[src/rtl/regfile_mp_pkg.sv]
// regfile_mp_pkg: shared types for the multiport register file
package regfile_mp_pkg;
  typedef enum logic {ST_INIT, ST_RUN} state_e;
endpackage

[src/rtl/regfile_sb.sv]
// regfile_sb: per-register busy scoreboard with claim, clear and sweep-clear
module regfile_sb #(
  parameter int REG_COUNT = 16,
  localparam int ID_LEN = $clog2(REG_COUNT)
) (
  input  logic                 clk_i,
  input  logic                 sweep_en_i,
  input  logic [ID_LEN-1:0]    sweep_id_i,
  input  logic                 clr_en_i,
  input  logic [ID_LEN-1:0]    clr_id_i,
  input  logic                 claim_en_i,
  input  logic [ID_LEN-1:0]    claim_id_i,
  output logic [REG_COUNT-1:0] busy_nxt_o
);
  logic [REG_COUNT-1:0] busy_q;
  // next busy state; a claim overrides a same-cycle clear of the same index
  always_comb begin
    busy_nxt_o = busy_q;
    for (int i = 0; i < REG_COUNT; i++)
      busy_nxt_o[i] = (claim_en_i && claim_id_i == ID_LEN'(i)) ? 1'b1 :
                      ((clr_en_i && clr_id_i == ID_LEN'(i)) ||
                       (sweep_en_i && sweep_id_i == ID_LEN'(i))) ? 1'b0 : busy_q[i];
  end
  // no reset: the init sweep clears every bit
  always_ff @(posedge clk_i) busy_q <= busy_nxt_o;
endmodule

[src/rtl/regfile_mp.sv]
// regfile_mp: 2-read/1-write register file with busy scoreboard and init sweep
module regfile_mp
  import regfile_mp_pkg::*;
#(
  parameter int                  WORD_LEN       = 64,
  parameter int                  REG_COUNT      = 16,
  parameter logic [WORD_LEN-1:0] GP_RESET_VALUE = 64'hAAAAAAAAAAAAAAAA,
  localparam int                 ID_LEN         = $clog2(REG_COUNT)
) (
  input  logic                clk_i,
  input  logic                reset_i,
  output logic                ready_o,
  input  logic [ID_LEN-1:0]   rd_a_id_i,
  output logic [WORD_LEN-1:0] rd_a_value_o,
  output logic                rd_a_busy_o,
  input  logic [ID_LEN-1:0]   rd_b_id_i,
  output logic [WORD_LEN-1:0] rd_b_value_o,
  output logic                rd_b_busy_o,
  input  logic                wr_en_i,
  input  logic [ID_LEN-1:0]   wr_id_i,
  input  logic [WORD_LEN-1:0] wr_value_i,
  input  logic                claim_en_i,
  input  logic [ID_LEN-1:0]   claim_id_i
);
  typedef logic [ID_LEN-1:0] id_t;
  state_e              state;
  id_t                 cnt;
  logic [WORD_LEN-1:0] mem [REG_COUNT];
  logic                init_act, run_act, mem_we;
  id_t                 mem_wa;
  logic [WORD_LEN-1:0] mem_wd;
  logic [REG_COUNT-1:0] busy_nxt;
  assign init_act = !reset_i && state == ST_INIT;
  assign run_act  = !reset_i && state == ST_RUN;
  // single write port shared between the init sweep and normal writes
  always_comb begin
    mem_we = init_act || (run_act && wr_en_i);
    mem_wa = init_act ? cnt : wr_id_i;
    mem_wd = init_act ? GP_RESET_VALUE : wr_value_i;
  end
  // init sweep walks every index once, then enters RUN for good
  always_ff @(posedge clk_i) begin
    if (reset_i) begin
      state   <= ST_INIT;
      cnt     <= '0;
      ready_o <= 1'b0;
    end else if (state == ST_INIT) begin
      cnt <= cnt + id_t'(1);
      if (cnt == id_t'(REG_COUNT - 1)) begin
        state   <= ST_RUN;
        ready_o <= 1'b1;
      end
    end
  end
  // storage without reset so it maps onto distributed RAM
  always_ff @(posedge clk_i) if (mem_we) mem[mem_wa] <= mem_wd;
  regfile_sb #(.REG_COUNT(REG_COUNT)) u_sb (
    .clk_i      (clk_i),
    .sweep_en_i (init_act),
    .sweep_id_i (cnt),
    .clr_en_i   (run_act && wr_en_i),
    .clr_id_i   (wr_id_i),
    .claim_en_i (run_act && claim_en_i),
    .claim_id_i (claim_id_i),
    .busy_nxt_o (busy_nxt)
  );
  // registered reads with same-cycle write/claim bypass, zero until running
  always_ff @(posedge clk_i) begin
    if (!run_act) begin
      rd_a_value_o <= '0;
      rd_a_busy_o  <= 1'b0;
      rd_b_value_o <= '0;
      rd_b_busy_o  <= 1'b0;
    end else begin
      rd_a_value_o <= (wr_en_i && wr_id_i == rd_a_id_i) ? wr_value_i : mem[rd_a_id_i];
      rd_a_busy_o  <= busy_nxt[rd_a_id_i];
      rd_b_value_o <= (wr_en_i && wr_id_i == rd_b_id_i) ? wr_value_i : mem[rd_b_id_i];
      rd_b_busy_o  <= busy_nxt[rd_b_id_i];
    end
  end
endmodule

[config.mk]
export PLATFORM = sky130hd
export DESIGN_NAME = regfile_mp
export DESIGN_NICKNAME = d
export VERILOG_FILES = /design/src/rtl/regfile_mp_pkg.sv /design/src/rtl/regfile_sb.sv /design/src/rtl/regfile_mp.sv
export SDC_FILE = /design/constraint.sdc
export NUM_CORES = 1
export LEC_CHECK = 0
export ABC_AREA = 0
export CAP_MARGIN = 25
export CORE_MARGIN = 2
export CORE_UTILIZATION = 41
export CTS_CLUSTER_DIAMETER = 200
export CTS_CLUSTER_SIZE = 30
export DETAILED_ROUTE_END_ITERATION = 8
export PLACE_DENSITY = 0.57
export SETUP_SLACK_MARGIN = 0.1
export SKIP_CTS_REPAIR_TIMING = 1
export SLEW_MARGIN = 20
export SYNTH_ARGS = -nofsm -noshare
export SYNTH_HDL_FRONTEND = slang
export SYNTH_SLANG_ARGS = --single-unit
[constraint.sdc]
create_clock -name clk_i -period 5.1 [get_ports clk_i]
set_input_delay 0.51 -clock clk_i [delete_from_list [all_inputs] [get_ports clk_i]]
set_output_delay 0.51 -clock clk_i [all_outputs]
set_load 0.005 [all_outputs]
==> results.toml <==
[critical_path]
critical_path.startpoint_type = "register"
cpMaxStageDelayCell = "or3_4"
worst_ep_arrival_time_ns = 4.10
critPathKind = "reg -> reg"
path_depth = 8
rr_worst_depth = 8
cp-end-kind = "register"
path_max_fanout = 48
rrSetupSlack_ns = 1.59
crit_chain = "buf_4 > or2_4 > mux2i_4 > xnor2_1 > or3_4 > buf_4 > nand2_1 > a21oi_1"
max_stage_delay_ns = 0.85
critPathTopFamily = "simple AND/OR/NAND/NOR gates"
crit_required_ns = 5.69
path_buf_inv = 2
crit_path_frequent_cell = "buf_4"

[global_routing]
grt_pass1_vias = 30200
grt_max_degree = 142
overflow = 0
antenna_found_initial = 0
track_usage_pct = 22.5
grt_pass1_wl_um = 214000

[sta]
period_share_pct = 68.8
finalHoldViolCount = 0
setup-tns-final_ns = 0
fin_skew_ns = 0.0293
rsz0062_at_grt = "false"
worstMarginPinSlew_ns = 1.16
fin_crit_ns = 3.51
setup_ws_ns = 1.59
slew_violations = 0
fmax_mhz = 285
slew_headroom_pct = 22.1
setup_viol_count_final = 0

[synth]
synthCells = 2713
synth_top_cell_by_area = "edfxtp_1"
yosysMostFrequentCell = "edfxtp_1"
synth_top_area_share_pct = 58.4
synth-main-ff-cell = "edfxtp_1"
synthTopCellsByCount = "1024 x edfxtp_1, 640 x mux4_2, 284 x nand2_1, 152 x dfxtp_1, 129 x a21oi_1"
synth-edff-count = 1024
ys_types = 56
synth_area_per_cell_um2 = 19.4
ys_seq_area_share_pct = 64.1
ys_warn_count = 0
synth_nets = 2801
ys_seq_elements = 1176
synth_area_mm2 = 0.0527
async_flop_share_pct = 0
synth.area.top_cells = "edfxtp_1 58%, mux4_2 27%, dfxtp_1 5.8%, nand2_1 2.0%, a21oi_1 1.2%"

[hold_path]
hp-class = "in -> reg"
hold_depth = 3

[layout]
multiInputGateArea_mm2 = 0.0180
final-seq-area_mm2 = 0.0338
layout-drive-gt1-share_pct = 27.8
nFillCells = 10666
area_growth_syn_to_layout_pct = 10.7
diodes = 0
nNetsFinal = 2915

[drt]
routed.top_layer = "met4"
vias_per_cell = 6.29
drtIter0Drc = 3400
wl_met2_um = 72500
wl_met3_um = 9620
firstDrtPassIters = 5
m1WireLength_um = 61700
drt_wl_total_um = 147000
vias = 28470
wl_per_cell_um = 32.5
drt_drc_violations_left = 0
detail-route-antenna-nets = 0

[place]
gp_congestion = 0.815
port_buffers = 214
pre_cts_slack_ns = 1.22
dp_hpwl_um = 79900

[clocking]
cts_buffers = 45
tritoncts = "done"
clockRootBuffer = "clkbuf_16"
clk_path_buf_depth = 3
htreeDepth = 2
cts.sinks = 1176
clk_latency_ns = 0.66
clk_pin_slew_ns = 0.12

[floorplan]
start_util_pct = 41.3
dieArea_mm2 = 0.131
core_area_mm2 = 0.128
die_width_um = 362
rows = 131
io_pins = 215
die_h_um = 362

[pwr]
power_density_mw_per_mm2 = 292
power_leakage_nw = 17.8
irDropWorstVdd_mv = 0.224

[flow_run]
max_cap_viol_count = 0

[run_status]
status = "finished clean"
## routing by layer
| metal | global-route usage (%) | vias to the layer above |
|---|---|---|
| li1 | - | 11494 |
| met1 | 32.3 | 15714 |
| met2 | 37.0 | 1102 |
| met3 | 2.96 | 160 |
| met4 | 4.55 | 0 |
| met5 | 0 | - |
## power by group
group,internal [W],switching [W]
Clock,0.00178,0.00294
Sequential,0.0106,0.0000503
Combinational,0.000772,0.000933
## path summary, 6_finish.rpt
path | start | end
setup / recovery | state | rd_b_value_o[26]
hold / removal | rd_b_id_i[2] | rd_b_busy_o
setup reg to reg | state | rd_b_value_o[26]
hold reg to reg | ready_o | ready_o
## final cells by class
type	instances	area share, %
Multi-Input combinational cell	1309	30.9
Sequential cell	1176	58.0
Tap cell	1662	3.57
Timing Repair Buffer	283	5.24
Clock inverter	2	0.0665
Inverter	12	0.0773
Clock buffer	81	2.24
## through the flow
step           instance area [µm²]  util (%)  cells  hold WS, ns  total power, W
2_1_floorplan                52700         -   2713        0.460          0.0120
3_3_place_gp                 57000      44.7   4442        0.473          0.0125
3_5_place_dp                 57000      44.7   4442        0.495          0.0126
4_1_cts                      58300      45.7   4525        0.212          0.0172
5_1_grt                      58300      45.7   4525        0.265          0.0176
6_report                     58300      45.7   4525        0.270          0.0171
## cell usage in the layout (no fill, tap or decap), drive strengths merged, types with 3 or more instances in the layout
master and n:
o2111ai 3, and2 33, nor4b 4, nor2b 8, clkbuf 81, nand3b 8, nor3 7, ha 4
nand2 284, a21oi 129, xor2 3, xnor2 10, a32oi 6, a311oi 4, nand4 3, or2 3
edfxtp 1024, nand2b 44, mux2i 4, nor3b 5, o221ai 3, o211ai 3, dfxtp 152, buf 77
nand3 17, mux4 640, clkdlybuf4s50 206, or3 3, a221oi 3, a31oi 8, nor4 4, nor2 41
inv 13
## logic make-up after synthesis
kind of cell	Yosys count	synth area share [%]
multiplexers	644	27.5
AO/OA/AOI/OAI	178	1.99
AND/OR/NAND/NOR	470	4.09
flip-flops	1176	64.1
XOR/XNOR	13	0.216
buffers and inverters	228	1.99
adder cells (fa/ha/maj)	4	0.0950
## registers in the layout, summed over array words and instances (netlist names)
signal / count
mem: 1024
rd_a_value_o: 64
rd_b_value_o: 64
u_sb.busy_q: 16
cnt: 4
rd_a_busy_o: 1
rd_b_busy_o: 1
ready_o: 1
state: 1
## worst register-to-register path, cell delays in order, from the launching register on
cell	delay, ns
dfxtp_1	0.33
buf_4	0.29
or2_4	0.58
mux2i_4	0.43
xnor2_1	0.23
or3_4	0.85
buf_4	0.47
nand2_1	0.13
a21oi_1	0.15
No activity file was read; power rests on OpenSTA's default activity.
